==> src/rtl/hazard_if.sv <==
// Pipeline-side bundle for the hazard unit: register numbers and control bits in,
// forwarding selects, stall/flush and multiply/divide status out.
interface hazard_if #(
    parameter int CNTW = 16
);
    logic [4:0]      rsD, rtD, rsE, rtE;
    logic [4:0]      writeregE, writeregM, writeregW;
    logic            regwriteE, regwriteM, regwriteW;
    logic            memtoregE, memtoregM;
    logic            branchD;
    logic            mdstartD, mdstartE, mdreadD;
    logic [1:0]      forwardAE, forwardBE;
    logic            forwardAD, forwardBD;
    logic            stallF, stallD, flushE;
    logic            mdbusy;
    logic [CNTW-1:0] stallcount;

    modport master (
        output rsD, rtD, rsE, rtE, writeregE, writeregM, writeregW,
               regwriteE, regwriteM, regwriteW, memtoregE, memtoregM,
               branchD, mdstartD, mdstartE, mdreadD,
        input  forwardAE, forwardBE, forwardAD, forwardBD,
               stallF, stallD, flushE, mdbusy, stallcount
    );

    modport slave (
        input  rsD, rtD, rsE, rtE, writeregE, writeregM, writeregW,
               regwriteE, regwriteM, regwriteW, memtoregE, memtoregM,
               branchD, mdstartD, mdstartE, mdreadD,
        output forwardAE, forwardBE, forwardAD, forwardBD,
               stallF, stallD, flushE, mdbusy, stallcount
    );
endinterface

==> src/rtl/hazard_unit.sv <==
// Five-stage pipeline hazard unit: operand forwarding, load-use / branch / mul-div
// stall detection, a multiply/divide busy timer and a saturating stall counter.
module hazard_unit #(
    parameter int MDLAT = 4,
    parameter int CNTW  = 16
) (
    input  logic     clk,
    input  logic     reset,
    hazard_if.slave  hu
);
    localparam logic [3:0] MDLAT_L = 4'(MDLAT);

    logic [3:0]      mdcnt;
    logic [CNTW-1:0] stallcnt;
    logic [1:0]      fae, fbe;
    logic            fad, fbd;
    logic            lwstall, branchstall, mdstall, stall;

    // M-stage result wins over W since it is the younger producer.
    function automatic logic [1:0] fwd_sel(
        input logic [4:0] src,
        input logic [4:0] wm,
        input logic       rwm,
        input logic [4:0] ww,
        input logic       rww
    );
        logic [1:0] sel;
        sel = 2'd0;
        if (src != 5'd0 && src == wm && rwm)
            sel = 2'd2;
        else if (src != 5'd0 && src == ww && rww)
            sel = 2'd1;
        return sel;
    endfunction

    always_comb begin
        fae = fwd_sel(hu.rsE, hu.writeregM, hu.regwriteM, hu.writeregW, hu.regwriteW);
        fbe = fwd_sel(hu.rtE, hu.writeregM, hu.regwriteM, hu.writeregW, hu.regwriteW);
        fad = (hu.rsD != 5'd0) && (hu.rsD == hu.writeregM) && hu.regwriteM;
        fbd = (hu.rtD != 5'd0) && (hu.rtD == hu.writeregM) && hu.regwriteM;
    end

    assign lwstall = hu.memtoregE & ((hu.rsD == hu.rtE) | (hu.rtD == hu.rtE));

    assign branchstall = hu.branchD &
        ((hu.regwriteE & ((hu.writeregE == hu.rsD) | (hu.writeregE == hu.rtD))) |
         (hu.memtoregM & ((hu.writeregM == hu.rsD) | (hu.writeregM == hu.rtD))));

    // A mul/div entering E this cycle counts as busy for the D instruction behind it.
    assign mdstall = (hu.mdreadD | hu.mdstartD) & ((mdcnt != 4'd0) | hu.mdstartE);
    assign stall   = lwstall | branchstall | mdstall;

    always_ff @(posedge clk or negedge reset) begin
        if (!reset)
            mdcnt <= 4'd0;
        else if (hu.mdstartE)
            mdcnt <= MDLAT_L;
        else if (mdcnt != 4'd0)
            mdcnt <= mdcnt - 4'd1;
    end

    always_ff @(posedge clk or negedge reset) begin
        if (!reset)
            stallcnt <= '0;
        else if (stall && stallcnt != '1)
            stallcnt <= stallcnt + 1'b1;
    end

    assign hu.forwardAE  = fae;
    assign hu.forwardBE  = fbe;
    assign hu.forwardAD  = fad;
    assign hu.forwardBD  = fbd;
    assign hu.stallF     = stall;
    assign hu.stallD     = stall;
    assign hu.flushE     = stall;
    assign hu.mdbusy     = (mdcnt != 4'd0);
    assign hu.stallcount = stallcnt;
endmodule

==> src/flat_wrapper.sv <==
// flat-port wrapper written by rule: the top's interface ports become plain ports
module hazard_unit_flat 
#(
    parameter int MDLAT = 4,
    parameter int CNTW  = 16
)
  (clk, reset, hu_rsD, hu_rtD, hu_rsE, hu_rtE, hu_writeregE, hu_writeregM, hu_writeregW, hu_regwriteE, hu_regwriteM, hu_regwriteW, hu_memtoregE, hu_memtoregM, hu_branchD, hu_mdstartD, hu_mdstartE, hu_mdreadD, hu_forwardAE, hu_forwardBE, hu_forwardAD, hu_forwardBD, hu_stallF, hu_stallD, hu_flushE, hu_mdbusy, hu_stallcount);
  hazard_if #(.CNTW(CNTW)) hu_i ();
  input  logic clk;
  input  logic reset;
  input wire logic [$bits(hu_i.rsD)-1:0] hu_rsD;
  input wire logic [$bits(hu_i.rtD)-1:0] hu_rtD;
  input wire logic [$bits(hu_i.rsE)-1:0] hu_rsE;
  input wire logic [$bits(hu_i.rtE)-1:0] hu_rtE;
  input wire logic [$bits(hu_i.writeregE)-1:0] hu_writeregE;
  input wire logic [$bits(hu_i.writeregM)-1:0] hu_writeregM;
  input wire logic [$bits(hu_i.writeregW)-1:0] hu_writeregW;
  input wire logic [$bits(hu_i.regwriteE)-1:0] hu_regwriteE;
  input wire logic [$bits(hu_i.regwriteM)-1:0] hu_regwriteM;
  input wire logic [$bits(hu_i.regwriteW)-1:0] hu_regwriteW;
  input wire logic [$bits(hu_i.memtoregE)-1:0] hu_memtoregE;
  input wire logic [$bits(hu_i.memtoregM)-1:0] hu_memtoregM;
  input wire logic [$bits(hu_i.branchD)-1:0] hu_branchD;
  input wire logic [$bits(hu_i.mdstartD)-1:0] hu_mdstartD;
  input wire logic [$bits(hu_i.mdstartE)-1:0] hu_mdstartE;
  input wire logic [$bits(hu_i.mdreadD)-1:0] hu_mdreadD;
  output wire logic [$bits(hu_i.forwardAE)-1:0] hu_forwardAE;
  output wire logic [$bits(hu_i.forwardBE)-1:0] hu_forwardBE;
  output wire logic [$bits(hu_i.forwardAD)-1:0] hu_forwardAD;
  output wire logic [$bits(hu_i.forwardBD)-1:0] hu_forwardBD;
  output wire logic [$bits(hu_i.stallF)-1:0] hu_stallF;
  output wire logic [$bits(hu_i.stallD)-1:0] hu_stallD;
  output wire logic [$bits(hu_i.flushE)-1:0] hu_flushE;
  output wire logic [$bits(hu_i.mdbusy)-1:0] hu_mdbusy;
  output wire logic [$bits(hu_i.stallcount)-1:0] hu_stallcount;
  assign hu_i.rsD = hu_rsD;
  assign hu_i.rtD = hu_rtD;
  assign hu_i.rsE = hu_rsE;
  assign hu_i.rtE = hu_rtE;
  assign hu_i.writeregE = hu_writeregE;
  assign hu_i.writeregM = hu_writeregM;
  assign hu_i.writeregW = hu_writeregW;
  assign hu_i.regwriteE = hu_regwriteE;
  assign hu_i.regwriteM = hu_regwriteM;
  assign hu_i.regwriteW = hu_regwriteW;
  assign hu_i.memtoregE = hu_memtoregE;
  assign hu_i.memtoregM = hu_memtoregM;
  assign hu_i.branchD = hu_branchD;
  assign hu_i.mdstartD = hu_mdstartD;
  assign hu_i.mdstartE = hu_mdstartE;
  assign hu_i.mdreadD = hu_mdreadD;
  assign hu_forwardAE = hu_i.forwardAE;
  assign hu_forwardBE = hu_i.forwardBE;
  assign hu_forwardAD = hu_i.forwardAD;
  assign hu_forwardBD = hu_i.forwardBD;
  assign hu_stallF = hu_i.stallF;
  assign hu_stallD = hu_i.stallD;
  assign hu_flushE = hu_i.flushE;
  assign hu_mdbusy = hu_i.mdbusy;
  assign hu_stallcount = hu_i.stallcount;
  hazard_unit #(.MDLAT(MDLAT), .CNTW(CNTW)) u_core (.clk(clk), .reset(reset), .hu(hu_i));
endmodule
==> config.mk <==
export PLATFORM = sky130hd
export DESIGN_NAME = hazard_unit_flat
export DESIGN_NICKNAME = d
export VERILOG_FILES = /design/src/rtl/hazard_if.sv /design/src/rtl/hazard_unit.sv /design/src/flat_wrapper.sv
export SDC_FILE = /design/constraint.sdc
export NUM_CORES = 1
export LEC_CHECK = 0
export ABC_CLOCK_PERIOD_IN_PS = 3200
export BUFFER_PORTS_ARGS = -buffer_cell sky130_fd_sc_hd__buf_2
export CORE_ASPECT_RATIO = 0.7
export CORE_MARGIN = 2
export CORE_UTILIZATION = 51
export CTS_CLUSTER_SIZE = 8
export DETAILED_ROUTE_END_ITERATION = 7
export GPL_ROUTABILITY_DRIVEN = 0
export PLACE_DENSITY = 0.85
export SLEW_MARGIN = 20
export SYNTH_ARGS = -nofsm -noshare
export SYNTH_HDL_FRONTEND = slang
export SYNTH_SLANG_ARGS = --single-unit
==> constraint.sdc <==
create_clock -name clk -period 3.2 [get_ports clk]
set_input_delay 0.64 -clock clk [delete_from_list [all_inputs] [get_ports clk]]
set_output_delay 0.64 -clock clk [all_outputs]
set_load 0.05 [all_outputs]
==> run metrics <==
status complete, no violations; H-tree depth 1; Crit. path cell count 8; Hold Fails Final Rpt 0; Mapped Avg Cell Area between 9 and 10 um2; final hold slack 315 ps; max cap viols 0; area delta synth->final 26.5%; ant diodes 0; sequential share of power 33.3%; Hold-fix buffers, CTS 0; Routed WL 4050 um; clock tree root driver cell clkbuf_8; reg2reg path depth 8; Worst Path Arrival 2230 ps; Post-synth EDFFs 0; Final setup violation count 0; crit path max fanout 5; clock-pin slew on the worst setup and hold paths 70 ps; core area 3110 um2; TritonCTS buffer count 3; Initial DRT Pass Iterations 4; Seq cells post-synth 20; share of the synthesized area in the top cell type 30.6%; synth cell count leaders 41 x xnor2_1, 25 x xor2_1, 20 x dfrtp_1; fraction of layout cells with a size suffix above 1 33.2%; full die area approximately 3700 um2; DR iter-0 viols 50; min Tclk post-route 2870 ps; worst vdd ir 0.000447 V; post-synth net total 229; Sw Share 46.7%; Fin Setup TNS 0 ps; Synth area leaders dfrtp_1 31%, xnor2_1 22%, xor2_1 13%; Vias 1517; drc violations 0; Post-Synthesis Cells 180; grt total ovfl 0; Distinct cells, synth 33; Resize count post-CTS 0; via/cell ratio 5.32; Clock Sinks 20; P_sw 553 uW; CTS tree done; vias in the first global route between 1000 and 1500; Leak between 0.0009 and 0.001 uW; crit-path max cell delay 400 ps; top_reg_cell synth dfrtp_1; Max Fclk 349 MHz; cell with the most instances after synthesis xnor2_1; Power Density 572 nW/um2; largest area contributor in the netlist dfrtp_1; Crit path buffers/inverters 2; worst slew pin tran about 430 ps; Final ANT Viol Nets 0; post-detail-place hpwl 3320 um; initial antenna violation count 0; Slew headroom a little under three quarters; DR WL/cell 14.2 um; max-slew violation count 0; largest net degree at the start of global routing 21; DIE HEIGHT approximately 51 um; final-stage net count around 300; critical path class flop to primary output; post-synthesis sequential area ratio between 30 and 40%; port buffer count 71; class of the worst hold path input port to asynchronous set/reset pin; ys async rst share 100%; Logic pwr share 51.0%; row cnt 17; count of boundary I/O pins 72; crit end category primary output; clock latency on the worst-skew pair 250 ps; internal power between 600 and 700 uW; synthesized area between 1500 and 2000 um2; clk buf depth 2; post-CTS setup buffers 0; first-pass GRT wire length 6410 um; period utilization 89.5%; Die Width 71.7 um; DP Worst Slack 444 ps; Worst Slack Setup Final ~330 ps; gr usage total 22.1%; clk_skew 5.15 ps; Largest delay share family, worst path simple AND/OR/NAND/NOR gates; clock power share approximately 16%; CP Launch Type flop; critical-path cell list inv_1, ha_1, nor2b_1, nand2b_1, o22ai_1, nand3_1, or2_2, buf_2; Synthesis Warnings 0; Worst EP required approximately 2600 ps; RSZ-0062 raised after global routing false; Initial Util ~53%; Slowest-stage cell, CP dfrtp_1
## logic make-up (layout without fill, tap and decap cells)
family	count (synthesis)	in the layout	synth area share, %
buffers and inverters	12	79	3.98
multiplexers	1	1	0.689
flip-flops	20	20	30.6
AO/OA/AOI/OAI	11	11	5.05
XOR/XNOR	66	66	35.3
adder cells (fa/ha/maj)	3	3	2.30
AND/OR/NAND/NOR	67	67	22.0
## power groups by stage
stage	sequential (uW)	clock [uW]	combinational (uW)
global route	405	198	651
global placement	395	0	586
floorplan	545	0	303
CTS	393	188	605
finish	394	186	603
detailed placement	397	0	603
## state kept, by name, indices dropped and copies added, names as in the netlist
register and flops:
u_core.hu.stallcount 16, u_core.mdcnt 4
## path summary, 6_finish.rpt
kind	slack (ps)	startpoint	end
max reg2reg	1070	u_core.mdcnt[0]	u_core.hu.stallcount[1]
min in group clk	500	u_core.hu.stallcount[6]	u_core.hu.stallcount[6]
max in group asynchronous	2580	reset	u_core.mdcnt[3]
min	310	reset	u_core.hu.stallcount[6]
max	330	u_core.mdcnt[0]	hu_stallD
min reg2reg	500	u_core.hu.stallcount[6]	u_core.hu.stallcount[6]
## layer usage
| layer | vias up | global-route usage [%] | wire (um) |
|---|---|---|---|
| met5 | - | 0 | 0 |
| met4 | 0 | 1.89 | 10 |
| met3 | 2 | 3.35 | 254 |
| met2 | 47 | 35.6 | 1760 |
| met1 | 718 | 32.6 | 2020 |
| li1 | 750 | - | - |
## final cells by class
class	count	area, um2
clock buffers	4	55.1
inverters	4	15.0
multi-input cells	148	1090
well taps	38	47.5
repair buffers	71	355
fillers	260	1040
flip-flops and latches	20	500
## layout by cell type, fill, tap and decap left out, types with 3 or more instances in the layout
| cell | n |
|---|---|
| ha_1 | 3 |
| and3_1 | 3 |
| inv_1 | 4 |
| xnor2_1 | 41 |
| nor3_1 | 3 |
| nor4_2 | 4 |
| nand2_1 | 7 |
| buf_2 | 71 |
| dfrtp_1 | 20 |
| xor2_1 | 25 |
| clkbuf_8 | 4 |
| nor2_1 | 11 |
| or4_1 | 4 |
| nor4_1 | 4 |
| nand3_1 | 15 |
| nand4_1 | 9 |
## metrics by stage
stage	util [%]	total power (uW)	instances	instance area (um2)
global route	66.6	1250	285	2070
detailed placement	64.8	1000	281	2010
global placement	64.8	980	281	2010
floorplan	-	848	180	1660
CTS	66.6	1190	285	2070
finish	66.6	1180	285	2070
Power figures use the tool's default switching activity.
